`src/rtl/addr_decode_prog.sv`:
```
// addr_decode_prog
//   Registered, runtime-programmable address decoder. A table of RuleNum
//   rules (start, end/mask, slave select, enable) is written through the cfg_*
//   port. Each accepted request is matched against the current table. The
//   resulting slave index, tag and status leave through a one-stage
//   valid/ready output register.
//
// Ports
//   clk, rst_n          clock, asynchronous active-low reset
//   cfg_we/cfg_idx      rule write strobe and entry index (idx >= RuleNum ignored)
//   cfg_start/cfg_end   rule start and exclusive end (range) or mask (NAPOT)
//   cfg_sel/cfg_en      rule slave index and enable
//   cnt_clr             clears err_cnt (wins over a same-cycle increment)
//   in_valid/in_ready   request handshake; in_addr/in_id request payload
//   out_valid/out_ready result handshake
//   out_sel/out_id      selected slave index and request tag
//   out_hit/out_multi   any / more than one enabled rule matched
//   out_err             no rule matched and no default route
//   err_cnt             saturating count of accepted requests with out_err=1
module addr_decode_prog #(
  parameter int unsigned AddrWidth  = 32,
  parameter int unsigned IdxWidth   = 3,
  parameter int unsigned IdWidth    = 4,
  parameter int unsigned RuleNum    = 8,
  parameter int unsigned Napot      = 0,
  parameter int unsigned DefaultEn  = 0,
  parameter int unsigned DefaultIdx = 0
) (
  input  logic                                               clk,
  input  logic                                               rst_n,
  input  logic                                               cfg_we,
  input  logic [((RuleNum > 1) ? $clog2(RuleNum) : 1)-1:0]   cfg_idx,
  input  logic [AddrWidth-1:0]                               cfg_start,
  input  logic [AddrWidth-1:0]                               cfg_end,
  input  logic [IdxWidth-1:0]                                cfg_sel,
  input  logic                                               cfg_en,
  input  logic                                               cnt_clr,
  input  logic                                               in_valid,
  output logic                                               in_ready,
  input  logic [AddrWidth-1:0]                               in_addr,
  input  logic [IdWidth-1:0]                                 in_id,
  output logic                                               out_valid,
  input  logic                                               out_ready,
  output logic [IdxWidth-1:0]                                out_sel,
  output logic [IdWidth-1:0]                                 out_id,
  output logic                                               out_hit,
  output logic                                               out_multi,
  output logic                                               out_err,
  output logic [15:0]                                        err_cnt
);

  logic [AddrWidth-1:0] r_start [RuleNum];
  logic [AddrWidth-1:0] r_end   [RuleNum];
  logic [IdxWidth-1:0]  r_sel   [RuleNum];
  logic [RuleNum-1:0]   r_en;

  logic [RuleNum-1:0]   match;
  logic                 dec_hit;
  logic                 dec_multi;
  logic                 dec_err;
  logic [IdxWidth-1:0]  dec_sel;
  logic                 accept;

  // Rule table
  always_ff @(posedge clk or negedge rst_n) begin
    if (!rst_n) begin
      for (int unsigned i = 0; i < RuleNum; i++) begin
        r_start[i] <= '0;
        r_end[i]   <= '0;
        r_sel[i]   <= '0;
      end
      r_en <= '0;
    end else if (cfg_we && (int'(cfg_idx) < int'(RuleNum))) begin
      r_start[cfg_idx] <= cfg_start;
      r_end[cfg_idx]   <= cfg_end;
      r_sel[cfg_idx]   <= cfg_sel;
      r_en[cfg_idx]    <= cfg_en;
    end
  end

  // Per-rule match against the table as it stands before this edge, so a
  // same-cycle config write never affects the request being accepted.
  always_comb begin
    match = '0;
    for (int unsigned i = 0; i < RuleNum; i++) begin
      if (Napot != 0) begin
        match[i] = r_en[i] && ((in_addr & r_end[i]) == (r_start[i] & r_end[i]));
      end else begin
        match[i] = r_en[i] && (in_addr >= r_start[i]) && (in_addr < r_end[i]);
      end
    end
  end

  // Ascending scan: the last matching entry (highest index) wins.
  always_comb begin
    dec_hit   = 1'b0;
    dec_multi = 1'b0;
    dec_sel   = '0;
    for (int unsigned i = 0; i < RuleNum; i++) begin
      if (match[i]) begin
        dec_multi = dec_multi | dec_hit;
        dec_hit   = 1'b1;
        dec_sel   = r_sel[i];
      end
    end
    if (!dec_hit && (DefaultEn != 0)) begin
      dec_sel = IdxWidth'(DefaultIdx);
    end
    dec_err = !dec_hit && (DefaultEn == 0);
  end

  assign in_ready = !out_valid || out_ready;
  assign accept   = in_valid && in_ready;

  // Output stage: fields only load on accept, so they hold during a stall.
  always_ff @(posedge clk or negedge rst_n) begin
    if (!rst_n) begin
      out_valid <= 1'b0;
      out_sel   <= '0;
      out_id    <= '0;
      out_hit   <= 1'b0;
      out_multi <= 1'b0;
      out_err   <= 1'b0;
    end else if (accept) begin
      out_valid <= 1'b1;
      out_sel   <= dec_sel;
      out_id    <= in_id;
      out_hit   <= dec_hit;
      out_multi <= dec_multi;
      out_err   <= dec_err;
    end else if (out_ready) begin
      out_valid <= 1'b0;
    end
  end

  always_ff @(posedge clk or negedge rst_n) begin
    if (!rst_n) begin
      err_cnt <= '0;
    end else if (cnt_clr) begin
      err_cnt <= '0;
    end else if (accept && dec_err && (err_cnt != '1)) begin
      err_cnt <= err_cnt + 16'd1;
    end
  end

endmodule

```
`config.mk`:
```
export PLATFORM = sky130hd
export DESIGN_NAME = addr_decode_prog
export DESIGN_NICKNAME = d
export VERILOG_FILES = /design/src/rtl/addr_decode_prog.sv
export SDC_FILE = /design/constraint.sdc
export NUM_CORES = 1
export LEC_CHECK = 0
export ABC_AREA = 1
export CAP_MARGIN = 15
export CORE_ASPECT_RATIO = 1.25
export CORE_MARGIN = 4
export CORE_UTILIZATION = 55
export CTS_BUF_LIST = sky130_fd_sc_hd__clkbuf_2 sky130_fd_sc_hd__clkbuf_4 sky130_fd_sc_hd__clkbuf_8
export CTS_CLUSTER_DIAMETER = 30
export CTS_CLUSTER_SIZE = 28
export DETAILED_ROUTE_END_ITERATION = 16
export MAX_ROUTING_LAYER = met4
export PLACE_DENSITY = 0.79
export SLEW_MARGIN = 20
export SYNTH_ARGS = -nofsm -noshare
export SYNTH_HDL_FRONTEND = slang
export SYNTH_SLANG_ARGS = --single-unit
```
`constraint.sdc`:
```
create_clock -name clk -period 2.8 [get_ports clk]
set_input_delay 0.28 -clock clk [delete_from_list [all_inputs] [get_ports clk]]
set_output_delay 0.28 -clock clk [all_outputs]
set_load 0.01 [all_outputs]
```
After elaboration in Yosys (flattened, before gate mapping)
Index checks and enable logic that the tools add are counted.
{"block": "totals", "regBits": 571, "latch_bits": 0, "ram_bits": 0, "romBits": 0, "out_inout_bits": 28, "memories": 0}
{"block": "op_classes", "add_sub_neg": 1, "n_mul": 0, "div_mod_pow": 0, "n_lt_le_gt_ge": 20, "eq_ne": 1, "shift": 0, "n_mux": 37, "bitwise": 7, "n_reduce_logical": 26}
{"operator": "bitwise mux 256 bit", "n": 2}
{"operator": ">= comparator 32 bit", "n": 8}
{"operator": "less-than comparator 32 bit", "n": 8}
{"operator": "demux 32 bit (select 3 bit)", "n": 1}
{"operator": "2-to-1 mux 16 bit", "n": 2}
{"operator": "2-to-1 mux 32 bit", "n": 1}
{"operator": "2-to-1 mux 3 bit", "n": 9}
{"operator": "bitwise mux 24 bit", "n": 1}
{"operator": "logical AND 1 bit", "n": 21}
{"operator": "2-to-1 mux 1 bit", "n": 18}
{"operator": "adder 16 x 1 -> 16 bit (second input constant)", "n": 1}
{"operator": "inequality test 16 bit (second input constant)", "n": 1}
{"operator": "demux 3 bit (select 3 bit)", "n": 1}
{"operator": "bitwise mux 8 bit", "n": 1}
{"operator": "bitwise OR 1 bit", "n": 6}
{"operator": ">= comparator 4 bit (second input constant)", "n": 1}
{"operator": "less-than comparator 3 x 4 -> 1 bit (second input constant)", "n": 1}
{"operator": "less-than comparator 4 x 1 -> 1 bit (second input constant)", "n": 1}
{"operator": "inverter 3 -> 4 bit", "n": 1}
{"operator": "nonzero test 2 bit", "n": 2}
{"operator": "demux 1 bit (select 3 bit)", "n": 1}
{"operator": ">= comparator 3 x 1 -> 1 bit (second input constant)", "n": 1}
{"operator": "zero test 1 bit", "n": 2}
{"operator": "logical OR 1 bit", "n": 1}

Depth between registers and ports, before layout
{"block": "depth", "word_depth": 17, "mapped_depth": 23, "mapped_depth_nobuf": 23}

Worst setup path before layout
Ideal clock, no wire load.
{"block": "synth_timing", "path_type": "reg2reg", "startpoint": "register r_start[167] in the netlist's numbering", "endpoint": "register err_cnt[10]", "arrival_time_ns": 2.188, "t_required_ns": 2.683, "setup_slack_ns": 0.494, "stages_incl_launch_ff": 19, "synth_period_minus_slack_ns": 2.306, "cell_sequence": "dfrtp_1 > inv_1 > ha_1 > a21o_1 > nor2_1 > nand2_1 > nand2_1 > nand2_1 > nand2_1 > nand3_1 > nand3_4 > nand3_4 > nor2_4 > nand4_4 > nor2_8 > nand2_4 > buf_6 > nand3_2 > nand2_1"}
{"block": "synth_via", "elab_chain_len": 13}
{"item": "from (decl)", "line": "52", "text": "logic [AddrWidth-1:0] r_start [RuleNum];"}
{"item": "from (signal, indexed assignment)", "line": "74", "text": "r_start[cfg_idx] <= cfg_start;"}
{"item": ">= comparator 32 bit", "line": "89", "text": "match[i] = r_en[i] && (in_addr >= r_start[i]) && (in_addr < r_end[i]);"}
{"item": "logical AND 1 bit (2 in series)", "line": "89"}
{"item": "2-to-1 mux 1 bit (6 in series)", "line": "100", "text": "if (match[i]) begin"}
{"item": "zero test 1 bit", "line": "109", "text": "dec_err = !dec_hit && (DefaultEn == 0);"}
{"item": "logical AND 1 bit (2 in series)", "line": "141", "text": "end else if (accept && dec_err && (err_cnt != '1)) begin"}
{"item": "nonzero test 2 bit (no line)"}
{"item": "to (signal assigned)", "line": "142", "text": "err_cnt <= err_cnt + 16'd1;"}
{"item": "to (decl)", "line": "49", "text": "output logic [15:0] err_cnt"}
No other way between the ends.
A chain may end at the register's enable or synchronous reset.

Worst setup path after layout
{"block": "layout_timing", "startpoint": "register r_start[175] in the netlist's numbering", "endpoint": "register err_cnt[15]"}
The elaborated chain is that of the path after synthesis.

==> flow_summary.json <==
{
  "run_status": "finished, final reports clean",
  "dpl.cell_count": 5209,
  "required_ps": 3430,
  "yosys_register_bits": 571,
  "cp_max_fo": 16,
  "fin_cells": 5435,
  "slew_headroom_pct": 57.1,
  "drc": 0,
  "cpPeakStageDelay_ps": 370,
  "min_delay_worst_endpoint": "out_id[2]",
  "cts_sinks": 571,
  "clockBufferDepth": 3,
  "synth_warnings": 0,
  "grt.overflow.total": 0,
  "synth_top_area_cell": "dfrtp_1",
  "cts-htree-levels": 3,
  "layout-drive-gt1-share_pct": 10.3,
  "ys_seq_area_share_pct": 41.9,
  "synth.area.top_cells": "dfrtp_1 42%, ha_1 19%, nand2_1 11%, o21ai_0 9.1%, inv_1 7.9%",
  "drt_first_pass_iters": 5,
  "hp-start": "in_id[2]",
  "critPathBufInv": 1,
  "dr_total_vias": 29400,
  "gp_congestion": 0.897,
  "r2r_start": "r_start[175]",
  "p_per_area_nw_per_um2": 684,
  "timing.fmax_ghz": 0.362,
  "tightest_slew_ps": 643,
  "clk_pin_slew_worst_paths_ps": 70,
  "leakage_nw": 21.4,
  "worst_slack_ps": 37.0,
  "grt_pass1_wl_mm": 151,
  "grt_setup_unrepaired": "yes",
  "min_period_ps": 2760,
  "hold_violations": 0,
  "syn_avg_cell_area_um2": 8.17,
  "finalSetupViolCount": 0,
  "areaGrowthSynthToFinish_pct": 20.5,
  "drt_iter0_markers": 2108,
  "synthCells": 4174,
  "worstPathCellList": "inv_1, ha_1, a21oi_1, o21ai_0, a21oi_1, nand2_1, nand2_1, nand3_2, nand3_4, nand3_4, nor2_4, nand4_4, nor2_8, nand2_8, nand3_1, nand2_1",
  "die-area_um2": 66100,
  "startpoint_type": "flop",
  "grt_max_degree": 137,
  "io_pins": 141,
  "slowest_stage": "dfrtp_1",
  "synth_cell_types": 47,
  "grt.total_usage_pct": 29.0,
  "hold_path.class": "input pin to flop",
  "synth_edf_count": 0,
  "holdWs_ps": 74.9,
  "start_util_pct": 55.9,
  "insertion_delay_ps": 750,
  "reg2reg_depth": 16,
  "critPathArrivalTime_ps": 3390,
  "finalCritPeriodShare_pct": 98.7,
  "avgViaCountPerCell": 5.41,
  "crit_type": "flop to flop",
  "hold_depth": 3,
  "synth_fp_nets": 4792,
  "root_buffer": "clkbuf_8",
  "critPathMostFrequentCell": "nand2_1",
  "ff2ff_setup_slack_ps": 40,
  "final_util_pct": 67.4,
  "power_mw": 28.1,
  "antenna_left": 0,
  "row_count": 101,
  "ir_drop_uv": 392,
  "grt_pass1_vias": 29700,
  "drv_cap": 0,
  "die_x_um": 231,
  "die_y_um": 286,
  "antenna_found_initial": 3,
  "hpwlAfterDp_mm": 66.1,
  "cp_top_family": "simple AND/OR/NAND/NOR gates",
  "synth_top_flop_cell": "dfrtp_1",
  "cts_buffers": 116,
  "final_area_um2": 41100,
  "finClkSkew_ps": 42.9,
  "synth_top_area_share_pct": 41.9,
  "pre_cts_slack_ps": -751,
  "totalWireLength_mm": 92.6,
  "placed_area_um2": 38200,
  "syn_area_um2": 34100,
  "fill_cells": 4723,
  "end_kind": "flop",
  "r2r_end": "err_cnt[15]",
  "cts_tree": "done",
  "async_reset_ff_share_pct": 100,
  "cp.depth": 16,
  "fin_nets": 5126,
  "finalSetupTns_ps": 0,
  "maxSlewViolCount": 0,
  "avgRoutedWirePerCell_um": 17.0,
  "coreArea_um2": 61000,
  "port_buffers": 140
}
[flip-flops by register name, indices dropped and copies added (netlist names)]
register	flops
err_cnt	16
out_err	1
out_hit	1
out_id	4
out_multi	1
out_sel	3
out_valid	1
r_en	8
r_end	256
r_sel	24
r_start	256
[layout by cell type (no fill, tap or decap), types with 50 or more instances in the layout]
master / n
nand2_1: 1009
inv_1: 719
o21ai_0: 616
dfrtp_1: 571
ha_1: 505
a21oi_1: 252
buf_4: 141
clkdlybuf4s50_1: 139
clkbuf_8: 123
nor2_1: 113
nand4_1: 54
nand3_1: 50
buf_12: 50
[report_power, final]
part,switching [mW],internal [mW]
logic,4.40,3.14
registers,0.816,9.79
clock network,4.45,5.53
[logic make-up after synthesis]
family / Yosys count / share of synthesized area, %
simple gates: 1315 / 15.9
compound gates: 928 / 14.0
buf+inv: 841 / 9.29
flops: 571 / 41.9
fa+ha+maj: 505 / 18.5
xor+xnor: 14 / 0.359
[how the worst max path moves through the flow]
stage                 start          end
2_1_floorplan  r_start[167]  err_cnt[10]
3_3_place_gp    in_addr[24]  err_cnt[15]
3_5_place_dp    in_addr[27]   err_cnt[1]
4_1_cts         r_start[95]   err_cnt[1]
5_1_grt        r_start[173]   err_cnt[5]
6_report       r_start[175]  err_cnt[15]
[synthesized netlist by cell type, types with 4 or more instances]
library cell and n:
xor2_1 13, o211ai_1 14, nor2_1 117, dfrtp_1 571
o21bai_1 4, a21oi_1 253, nor3_1 18, inv_1 720
nand3_1 59, a211oi_1 7, clkbuf_1 91, buf_1 26
o21ai_0 621, o21a_1 16, ha_1 505, nand4_1 54
or2_2 4, nor4_1 12, nand3_2 12, nand2_1 1018
[worst reg2reg max path, cell delays in order, from the launching register on]
cell and delay, ps:
dfrtp_1 370, inv_1 50, ha_1 280, a21oi_1 190
o21ai_0 140, a21oi_1 280, nand2_1 130, nand2_1 90
nand3_2 140, nand3_4 120, nand3_4 100, nor2_4 120
nand4_4 140, nor2_8 200, nand2_8 140, nand3_1 110
nand2_1 50
[metal layers]
layer  part of all wire, %  routed length (um)  global-route usage [%]  up-vias
li1                      -                   -                       -    14300
met1                    41               37700                    35.0    14000
met2                    48               44800                    48.0      926
met3                   6.2                5780                    4.67      236
met4                   4.8                4400                    13.5        0
met5                     0                   0                       -        -
[layout make-up]
cell class	instances	area [um^2]	area share [%]
multi-input combinational	2762	16800	41.0
sequential	571	14300	34.8
timing repair buffer	336	3520	8.56
inverter	721	2710	6.58
clock buffer	127	1720	4.19
tap	824	1030	2.51
clock inverter	91	996	2.42
antenna	3	7.51	0.0183
[what timing repair did]
item / in CTS / in global routing
resized for setup: 3 / 32
hold buffers: 4 / 0
cloned: 0 / 0
pin swaps: 0 / 6
setup endpoints to repair: 3 / 22
endpoints found under the hold margin: 223 / 0
setup buffers: 0 / 1
(Power assumes the default switching activity.)
